$ cat src/rtl/sram_like_arbiter.sv
// Two-master (inst/data) arbiter onto a single variable-latency memory channel.
// One transaction is in flight at a time. Ties alternate between masters, and
// the first tie after reset goes to data.
module sram_like_arbiter #(
  parameter int ADDR_W = 32,
  parameter int DATA_W = 32
) (
  input  logic              clk,
  input  logic              resetn,
  // instruction master
  input  logic              inst_req,
  input  logic [ADDR_W-1:0] inst_addr,
  output logic              inst_addr_ok,
  output logic              inst_data_ok,
  output logic [DATA_W-1:0] inst_rdata,
  // data master
  input  logic              data_req,
  input  logic              data_wr,
  input  logic [3:0]        data_wstrb,
  input  logic [ADDR_W-1:0] data_addr,
  input  logic [DATA_W-1:0] data_wdata,
  output logic              data_addr_ok,
  output logic              data_data_ok,
  output logic [DATA_W-1:0] data_rdata,
  // shared memory channel
  output logic              mem_req_valid,
  input  logic              mem_req_ready,
  output logic              mem_req_wr,
  output logic [3:0]        mem_req_wstrb,
  output logic [ADDR_W-1:0] mem_req_addr,
  output logic [DATA_W-1:0] mem_req_wdata,
  input  logic              mem_resp_valid,
  input  logic [DATA_W-1:0] mem_resp_rdata
);

  typedef enum logic [1:0] {IDLE, REQ, WAIT, DONE} state_t;
  typedef enum logic {M_INST = 1'b0, M_DATA = 1'b1} master_t;

  typedef struct packed {
    logic              wr;
    logic [3:0]        wstrb;
    logic [ADDR_W-1:0] addr;
    logic [DATA_W-1:0] wdata;
  } mem_req_t;

  state_t   state;
  master_t  owner;
  master_t  last_grant;
  mem_req_t req_q;
  mem_req_t req_sel;
  logic     grant_inst;
  logic     grant_data;

  // Pick a winner: a lone requester wins, a tie goes opposite the last grant
  always_comb begin
    grant_data = data_req & (~inst_req | (last_grant == M_INST));
    grant_inst = inst_req & (~data_req | (last_grant == M_DATA));
  end

  // Accept pulses are combinational so a master sees acceptance in its request
  // cycle; gated by resetn so nothing looks accepted while reset is applied.
  assign inst_addr_ok = resetn & (state == IDLE) & grant_inst;
  assign data_addr_ok = resetn & (state == IDLE) & grant_data;

  // Build the request the winner would launch; inst is always a plain read,
  // and strobes are zeroed for any read.
  always_comb begin
    req_sel = '0;
    if (grant_data) begin
      req_sel.wr    = data_wr;
      req_sel.wstrb = data_wr ? data_wstrb : 4'h0;
      req_sel.addr  = data_addr;
      req_sel.wdata = data_wdata;
    end else begin
      req_sel.addr  = inst_addr;
    end
  end

  // Transaction FSM with all channel and completion outputs registered
  always_ff @(posedge clk) begin
    if (!resetn) begin
      state         <= IDLE;
      owner         <= M_INST;
      last_grant    <= M_INST;
      req_q         <= '0;
      mem_req_valid <= 1'b0;
      inst_data_ok  <= 1'b0;
      data_data_ok  <= 1'b0;
      inst_rdata    <= '0;
      data_rdata    <= '0;
    end else begin
      inst_data_ok <= 1'b0;
      data_data_ok <= 1'b0;
      case (state)
        IDLE: begin
          if (grant_inst | grant_data) begin
            owner         <= grant_data ? M_DATA : M_INST;
            last_grant    <= grant_data ? M_DATA : M_INST;
            req_q         <= req_sel;
            mem_req_valid <= 1'b1;
            state         <= REQ;
          end
        end
        REQ: begin
          // request fields in req_q are held untouched until the handshake
          if (mem_req_ready) begin
            mem_req_valid <= 1'b0;
            state         <= WAIT;
          end
        end
        WAIT: begin
          // responses outside WAIT (e.g. stale ones after reset) never land here
          if (mem_resp_valid) begin
            if (owner == M_DATA) begin
              data_rdata   <= mem_resp_rdata;
              data_data_ok <= 1'b1;
            end else begin
              inst_rdata   <= mem_resp_rdata;
              inst_data_ok <= 1'b1;
            end
            state <= DONE;
          end
        end
        DONE: state <= IDLE;
        default: state <= IDLE;
      endcase
    end
  end

  assign mem_req_wr    = req_q.wr;
  assign mem_req_wstrb = req_q.wstrb;
  assign mem_req_addr  = req_q.addr;
  assign mem_req_wdata = req_q.wdata;

endmodule

$ cat config.mk
export PLATFORM = sky130hd
export DESIGN_NAME = sram_like_arbiter
export DESIGN_NICKNAME = d
export VERILOG_FILES = /design/src/rtl/sram_like_arbiter.sv
export SDC_FILE = /design/constraint.sdc
export NUM_CORES = 1
export LEC_CHECK = 0
export CAP_MARGIN = 20
export CORE_ASPECT_RATIO = 0.9
export CORE_MARGIN = 4
export CORE_UTILIZATION = 40
export CTS_BUF_LIST = sky130_fd_sc_hd__clkbuf_8
export CTS_CLUSTER_SIZE = 16
export DETAILED_ROUTE_END_ITERATION = 10
export PLACE_DENSITY_LB_ADDON = 0.12
export SYNTH_ARGS = -nofsm -noshare
export SYNTH_HDL_FRONTEND = slang
export SYNTH_SLANG_ARGS = --single-unit
$ cat constraint.sdc
create_clock -name clk -period 1.9 [get_ports clk]
set_input_delay 0.475 -clock clk [delete_from_list [all_inputs] [get_ports clk]]
set_output_delay 0.475 -clock clk [all_outputs]
set_load 0.01 [all_outputs]
==> metrics.md, run 1 <==
| Metric | Value |
|---|---|
| Clock Latency Late Sink | `430 ps` |
| GRT overflow | `0` |
| Nets@finish | `between 900 and 1000` |
| CP max-delay cell | `clkdlybuf4s50_1` |
| CP max FO | `2` |
| Crit. End Element | `primary output` |
| Total power | `around 9.4 mW` |
| Worst-Margin Slew | `approximately 550 ps` |
| Worst r2r src | `state[0]$_SDFFE_PN0P_` |
| Fin Hold WS | `between 400 and 500 ps` |
| R2R Path End | `state[0]$_SDFFE_PN0P_` |
| Largest cells by area after synthesis | `dfxtp_1 (54%), nand2_1 (12%), a21boi_0 (9.3%), a21oi_1 (6.3%), a22o_1 (6.1%)` |
| Mapped Cells | `between 500 and 600` |
| Global-route wire length before repair | `about 26 mm` |
| I/O Buffers | `276` |
| GRT Util Overall | `22.1%` |
| Multi-input logic area | `around 2200 um2` |
| Io pins | `~280` |
| CP startpoint kind | `flip-flop` |
| Count leader, synth | `nand2_1` |
| Final Hold Vio Count | `0` |
| Row Count | `39` |
| Antenna Diode Count | `0` |
| HP Start | `inst_rdata[17]$_SDFFE_PN0P_` |
| WHS Path Cells | `2` |
| Vias | `between 5000 and 6000` |
| Cell variety after synth | `32` |
| Routed WL | `17.0 mm` |
| Yosys top cell area share | `53.6%` |
| Fmax | `roughly 540 MHz` |
| # Max-Cap Violations | `0` |
| Syn. warnings | `0` |
| DIE HEIGHT | `about 120 um` |
| Sequential share of the synthesized area | `53.6%` |
| Top_reg_cell synth | `dfxtp_1` |
| Final GP Congestion | `approximately 0.81` |
| Slew Viols, Final | `0` |
| #FFs+latches synth | `139` |
| Path depth of the worst reg2reg path | `6` |
| Initial Util | `between 40% and 50%` |
| Crit path DAT | `around 1400 ps` |
| Crit path cell chain | `clkdlybuf4s50_1` |
| Initial antenna violation count | `0` |
| Clock-pin slew on the worst setup and hold paths | `70 ps` |
| Post-DR wirelength/cell | `between 15 and 20 um` |
| Hold EP | `inst_rdata[17]$_SDFFE_PN0P_` |
| Final setup violation count | `0` |
| CP max stage delay | `570 ps` |
| Post-synth net total | `around 730` |
| ANT nets after route | `0` |
| Worst EP required | `about 1400 ps` |
| Final min period | `~1800 ps` |
| Post-synth EDFFs | `0` |
| RSZ-0062 raised after global routing | `no` |
| Fillers | `between 1000 and 1500` |
| Vias in the first global route | `about 5000` |
| Commonest cells post-synth | `nand2_1 (162), dfxtp_1 (139), a21oi_1 (65)` |
| Crit Path Class | `flip-flop to primary output` |
| Root Driver | `clkbuf_8` |
| Min-delay worst type | `flip-flop to flip-flop` |
| VDD IR max | `between 0.7 and 0.8 mV` |
| Worst Clk Skew | `around 6.5 ps` |
| Die Wd | `roughly 130 um` |
| Mapped Area | `just over 5000 um2` |
| Static Leakage | `approximately 3.2 nW` |
| Area of the core | `~13000 um2` |
| Htree depth | `4` |
| CTS tree | `built` |
| Routed vias/inst | `5.05` |
| Pin count of the biggest net entering global routing | `63` |
| DRC viols | `0` |
| CP delay by family, top | `buffers and inverters` |
| Clock tree buffer depth | `2` |
| Area after DPL | `8180 um2` |
| Seq. cell area | `approximately 2800 um2` |
| P&R area growth vs syn | `64.9%` |
| Iter 0 DRT Violations | `a little under 300` |
| PwrDens | `between 1000 and 1500 nW/um2` |
| Pre-antenna DRT Iters | `4` |
| Hold_buf cts | `0` |
| Rel. slew slack | `between 60% and 70%` |
| CTS buffer count | `17` |
| Layout cell share with drive strength beyond 1 | `around 7%` |
| Reg2reg setup slack | `280 ps` |
| Die ar. | `roughly 15000 um2` |
| Bufs and invs on worst path | `1` |
| Finished Cell Area | `8560 um2` |
| Async SR Flop Fraction | `0%` |
| Utilization of the core after routing | `roughly two thirds` |
| Avg Inst Size Synth | `8.90 um2` |
| # clock sinks | `between 100 and 150` |
| Fin crit share | `96.9%` |
| Status | `completed` |
| Post-DP HPWL | `12.3 mm` |
| Synth area leader | `dfxtp_1` |
-- area by class of cell --
cell class	count	share of cell area, %
timing repair buffer	301	35.5
sequential	139	32.5
multi-input combinational	392	25.4
clock buffer	21	3.38
tap	164	2.40
clock inverter	8	0.672
inverter	3	0.132
-- metal layers --
metal	global-route usage, %	share of wire (%)
met5	0	0
met4	10.6	2.9
met3	8.62	9.3
met2	36.9	49
met1	25.0	39
-- timing repair --
action	CTS	global route
hold endpoints to repair	0	0
endpoints found under the setup margin	2	5
cloned	0	0
gates resized for setup	16	5
pin swaps	2	0
buffers inserted	1	0
-- worst max path at each step --
stage                                  start               end  depth (start not counted)
2_1_floorplan                       inst_req      data_addr_ok                          5
3_3_place_gp                        inst_req      data_addr_ok                          4
3_5_place_dp                        inst_req      data_addr_ok                          4
4_1_cts          data_rdata[21]$_SDFFE_PN0P_    data_rdata[21]                          1
5_1_grt                state[1]$_SDFFE_PN0P_      inst_addr_ok                          5
6_report       mem_req_wdata[8]$_SDFFE_PN0P_  mem_req_wdata[8]                          1
-- per-stage QoR --
step / instances / setup WS, ps / setup TNS (ps)
floorplan: 583 / 164 / 0
global placement: 998 / -475 / -3530
detailed placement: 998 / -490 / -5450
CTS: 1028 / 3.22 / 0
global route: 1028 / 5.21 / 0
finish: 1028 / 59.3 / 0
-- power breakdown --
group / switching (mW) / leakage (nW) / internal, mW
Combinational: 1.69 / 1.91 / 1.88
Clock: 1.03 / 0.201 / 1.12
Sequential: 0.263 / 1.13 / 3.43
-- cell families after synthesis --
group	after synthesis	share of synthesized area, %
buffers and inverters	52	4.82
muxes	1	0.193
adders and majority gates	4	0.964
AOI/OAI and AO/OA	206	26.5
DFF	139	53.6
and+or+nand+nor	181	13.9
-- placed cells by master (no fill, tap or decap), types with 4 or more instances in the layout --
| cell | synthesis | layout |
|---|---|---|
| o21ai_0 | 32 | 32 |
| dfxtp_1 | 139 | 139 |
| buf_12 | 0 | 7 |
| a21oi_1 | 65 | 64 |
| dlymetal6s2s_1 | 0 | 4 |
| a21boi_0 | 64 | 64 |
| nand2_1 | 162 | 162 |
| buf_4 | 2 | 18 |
| clkbuf_8 | 0 | 21 |
| a22o_1 | 36 | 36 |
| clkdlybuf4s50_1 | 0 | 267 |
| inv_1 | 3 | 7 |
-- registers in the layout, indices dropped and copies added, names as in the netlist --
register       flops
inst_data_ok       1
state              2
mem_req_wstrb      4
mem_req_wr         1
mem_req_wdata     32
inst_rdata        32
last_grant         1
mem_req_addr      32
data_data_ok       1
mem_req_valid      1
data_rdata        32
-- worst register-to-register path, stage by stage, from the launching register on --
cell	delay [ps]
dfxtp_1	350
inv_2	60
ha_4	170
buf_4	160
nor3b_1	160
or4_1	470
o211a_1	150
No activity file was read; power rests on OpenSTA's default activity.
==> inputs of run 2 (changes only) <==
--- a/config.mk
+++ b/config.mk
@@ -12,7 +12,7 @@
 export CTS_BUF_LIST = sky130_fd_sc_hd__clkbuf_8
 export CTS_CLUSTER_SIZE = 16
 export DETAILED_ROUTE_END_ITERATION = 10
-export PLACE_DENSITY_LB_ADDON = 0.12
+export PLACE_DENSITY = 0.9
 export SYNTH_ARGS = -nofsm -noshare
 export SYNTH_HDL_FRONTEND = slang
 export SYNTH_SLANG_ARGS = --single-unit
==> run 2 against run 1 <==
Count of clock-buffer cells in the layout down 3. Largest cell class unchanged. Design area up 0.66%. Die area unchanged. Wire length down 2.7%. Non-clock buffer count down 3. Combinational power down 1%. Maximum frequency up 0.39%. Critical path type unchanged. First-iteration DRC count down 10%. Core utilization up 0.44 points. Worst hold slack better by 3.0 ps.
==> metrics.md, run 2 (synthesized netlist as in run 1, its figures left out) <==
| Metric | Value |
|---|---|
| Status | `completed` |
| Worst Clk Skew | `approximately 14 ps` |
| Root Driver | `clkbuf_8` |
| Commonest non-fill, non-tap cell in the layout | `clkdlybuf4s50_1` |
| ANT nets after route | `0` |
| Initial Util | `40.9%` |
| Clock Latency Late Sink | `450 ps` |
| Clock-pin slew on the worst setup and hold paths | `80 ps` |
| R2R Path End | `data_rdata[19]$_SDFFE_PN0P_` |
| Pre-antenna DRT Iters | `4` |
| CP max FO | `2` |
| Routed WL | `16.6 mm` |
| Switch share | `about a third` |
| Hold EP | `inst_rdata[31]$_SDFFE_PN0P_` |
| Post-DP HPWL | `approximately 12 mm` |
| Area of the core | `12700 um2` |
| Hold_buf cts | `0` |
| Total power | `a little under 10 mW` |
| Row Count | `39` |
| DRC viols | `0` |
| Crit. End Element | `primary output` |
| Slew Viols, Final | `0` |
| Clk pwr share | `between 20% and 30%` |
| GRT overflow | `0` |
| Fillers | `slightly below 1000` |
| RSZ-0062 raised after global routing | `no` |
| I/O Buffers | `roughly 280` |
| Min-delay worst type | `flip-flop to flip-flop` |
| Final setup violation count | `0` |
| Final min period | `1830 ps` |
| VDD IR max | `0.760 mV` |
| Htree depth | `4` |
| Worst-Margin Slew | `slightly below 600 ps` |
| Routed vias/inst | `between 4 and 5` |
| Global-route wire length before repair | `about 25 mm` |
| CP delay by family, top | `buffers and inverters` |
| Layout cell share with drive strength beyond 1 | `approximately 7.8%` |
| Seq. cell area | `between 2000 and 3000 um2` |
| Vias | `around 5100` |
| Worst EP required | `approximately 1400 ps` |
| Combinational share of power | `between 30% and 40%` |
| CP max stage delay | `560 ps` |
| Multi-input logic area | `2180 um2` |
| CTS buffer count | `17` |
| Iter 0 DRT Violations | `between 200 and 300` |
| GRT Util Overall | `21.5%` |
| WHS Path Cells | `2` |
| # Max-Cap Violations | `0` |
| Fin crit share | `a little over nine tenths` |
| Initial antenna violation count | `1` |
| CTS tree | `built` |
| Rel. slew slack | `between 60% and 70%` |
| Static Leakage | `about 3.2 nW` |
| Sequential fraction of design power | `between 30% and 40%` |
| # clock sinks | `between 100 and 150` |
| CP startpoint kind | `flip-flop` |
| Nets@finish | `between 900 and 1000` |
| Crit path DAT | `between 1000 and 1500 ps` |
| Worst r2r src | `state[0]$_SDFFE_PN0P_` |
| Leading cell types in the layout, fill and taps excluded | `clkdlybuf4s50_1 (266), nand2_1 (162), dfxtp_1 (137)` |
| Switch Pwr | `around 3.1 mW` |
| HP Start | `inst_rdata[31]$_SDFFE_PN0P_` |
| P&R area growth vs syn | `66.0%` |
| Crit Path Class | `flip-flop to primary output` |
| Final GP Congestion | `slightly below 0.8` |
| Vias in the first global route | `a little over 5000` |
| P_int | `6.64 mW` |
| Pin count of the biggest net entering global routing | `around 70` |
| Crit path cell chain | `clkdlybuf4s50_1` |
| Clock tree buffer depth | `2` |
| Post-DR wirelength/cell | `about 16 um` |
| PwrDens | `1130 nW/um2` |
| CP max-delay cell | `clkdlybuf4s50_1` |
| DIE HEIGHT | `about 120 um` |
| Final TNS setup | `0 ps` |
| Die ar. | `around 15000 um2` |
| Fmax | `between 500 and 600 MHz` |
| Reg2reg setup slack | `between 300 and 400 ps` |
| Utilization of the core after routing | `between 60% and 70%` |
| Final Hold Vio Count | `0` |
| Path depth of the worst reg2reg path | `7` |
| Die Wd | `between 100 and 150 um` |
| Io pins | `roughly 280` |
| Bufs and invs on worst path | `1` |
==> run 2: changes by cell type in the layout (fill, tap and decap cells not counted), sizes merged, moves of 2 or more <==
cell,delta
bufinv,+2
inv,-5
clkinvlp,+4
clkinv,+5
clkbuf,-3
buf,-3
==> run 2: cell type report <==
| cell class | instances | share of cell area [%] |
|---|---|---|
| inverter | 3 | 0.131 |
| antenna | 1 | 0.0290 |
| sequential | 139 | 32.3 |
| timing repair buffer | 298 | 35.0 |
| tap | 164 | 2.38 |
| clock buffer | 18 | 2.87 |
| clock inverter | 14 | 1.97 |
| multi-input combinational | 392 | 25.3 |
==> run 2: how the worst max path moves through the flow <==
stage / startpoint / endpoint / slack (ps) / cells after the start
CTS: mem_req_valid$_SDFFE_PN0P_ / mem_req_valid / 9 / 1
finish: mem_req_wstrb[1]$_SDFFE_PN0P_ / mem_req_wstrb[1] / 70 / 1
floorplan: inst_req / data_addr_ok / 160 / 5
detailed placement: inst_req / data_addr_ok / -470 / 4
global route: mem_req_wdata[24]$_SDFFE_PN0P_ / mem_req_wdata[24] / 0.2 / 1
global placement: inst_req / data_addr_ok / -460 / 4
==> run 2: metal layers <==
layer / global-route usage (%) / wire length [um]
met1: 24.3 / 6480
met5: 0 / 0
met4: 9.05 / 283
met3: 7.14 / 1340
met2: 37.3 / 8450
==> run 2: through the flow <==
| stage | setup slack, ps | instances | hold WS [ps] | instance area [um2] |
|---|---|---|---|---|
| 6_report | 66.4 | 1029 | 463 | 8620 |
| 5_1_grt | 0.248 | 1029 | 480 | 8620 |
| 4_1_cts | 9.00 | 1028 | 467 | 8600 |
| 3_5_place_dp | -466 | 995 | 455 | 8160 |
| 3_3_place_gp | -457 | 995 | 448 | 8160 |
| 2_1_floorplan | 164 | 583 | 451 | 5190 |
==> run 2: timing repair <==
action,4_1_cts,5_1_grt
buffers inserted,2,0
hold endpoints to repair,0,0
resized for setup,18,6
pin swaps,2,0
setup endpoints to repair,2,6
==> run 2: power by group through the flow <==
stage	clock network [mW]	registers, mW	logic (mW)
2_1_floorplan	0	3.96	1.41
3_3_place_gp	0	3.72	3.41
3_5_place_dp	0	3.75	3.47
4_1_cts	2.57	3.70	3.56
5_1_grt	2.69	3.77	3.84
6_report	2.51	3.70	3.53
==> inputs of run 3 (changes only) <==
--- a/config.mk
+++ b/config.mk
@@ -12,6 +12,7 @@
 export CTS_BUF_LIST = sky130_fd_sc_hd__clkbuf_8
 export CTS_CLUSTER_SIZE = 16
 export DETAILED_ROUTE_END_ITERATION = 10
+export GPL_TIMING_DRIVEN = 1
 export PLACE_DENSITY = 0.9
 export SYNTH_ARGS = -nofsm -noshare
 export SYNTH_HDL_FRONTEND = slang
==> results of run 3 <==
No change in the layout: final DEF, timing and power equal those of run 2.
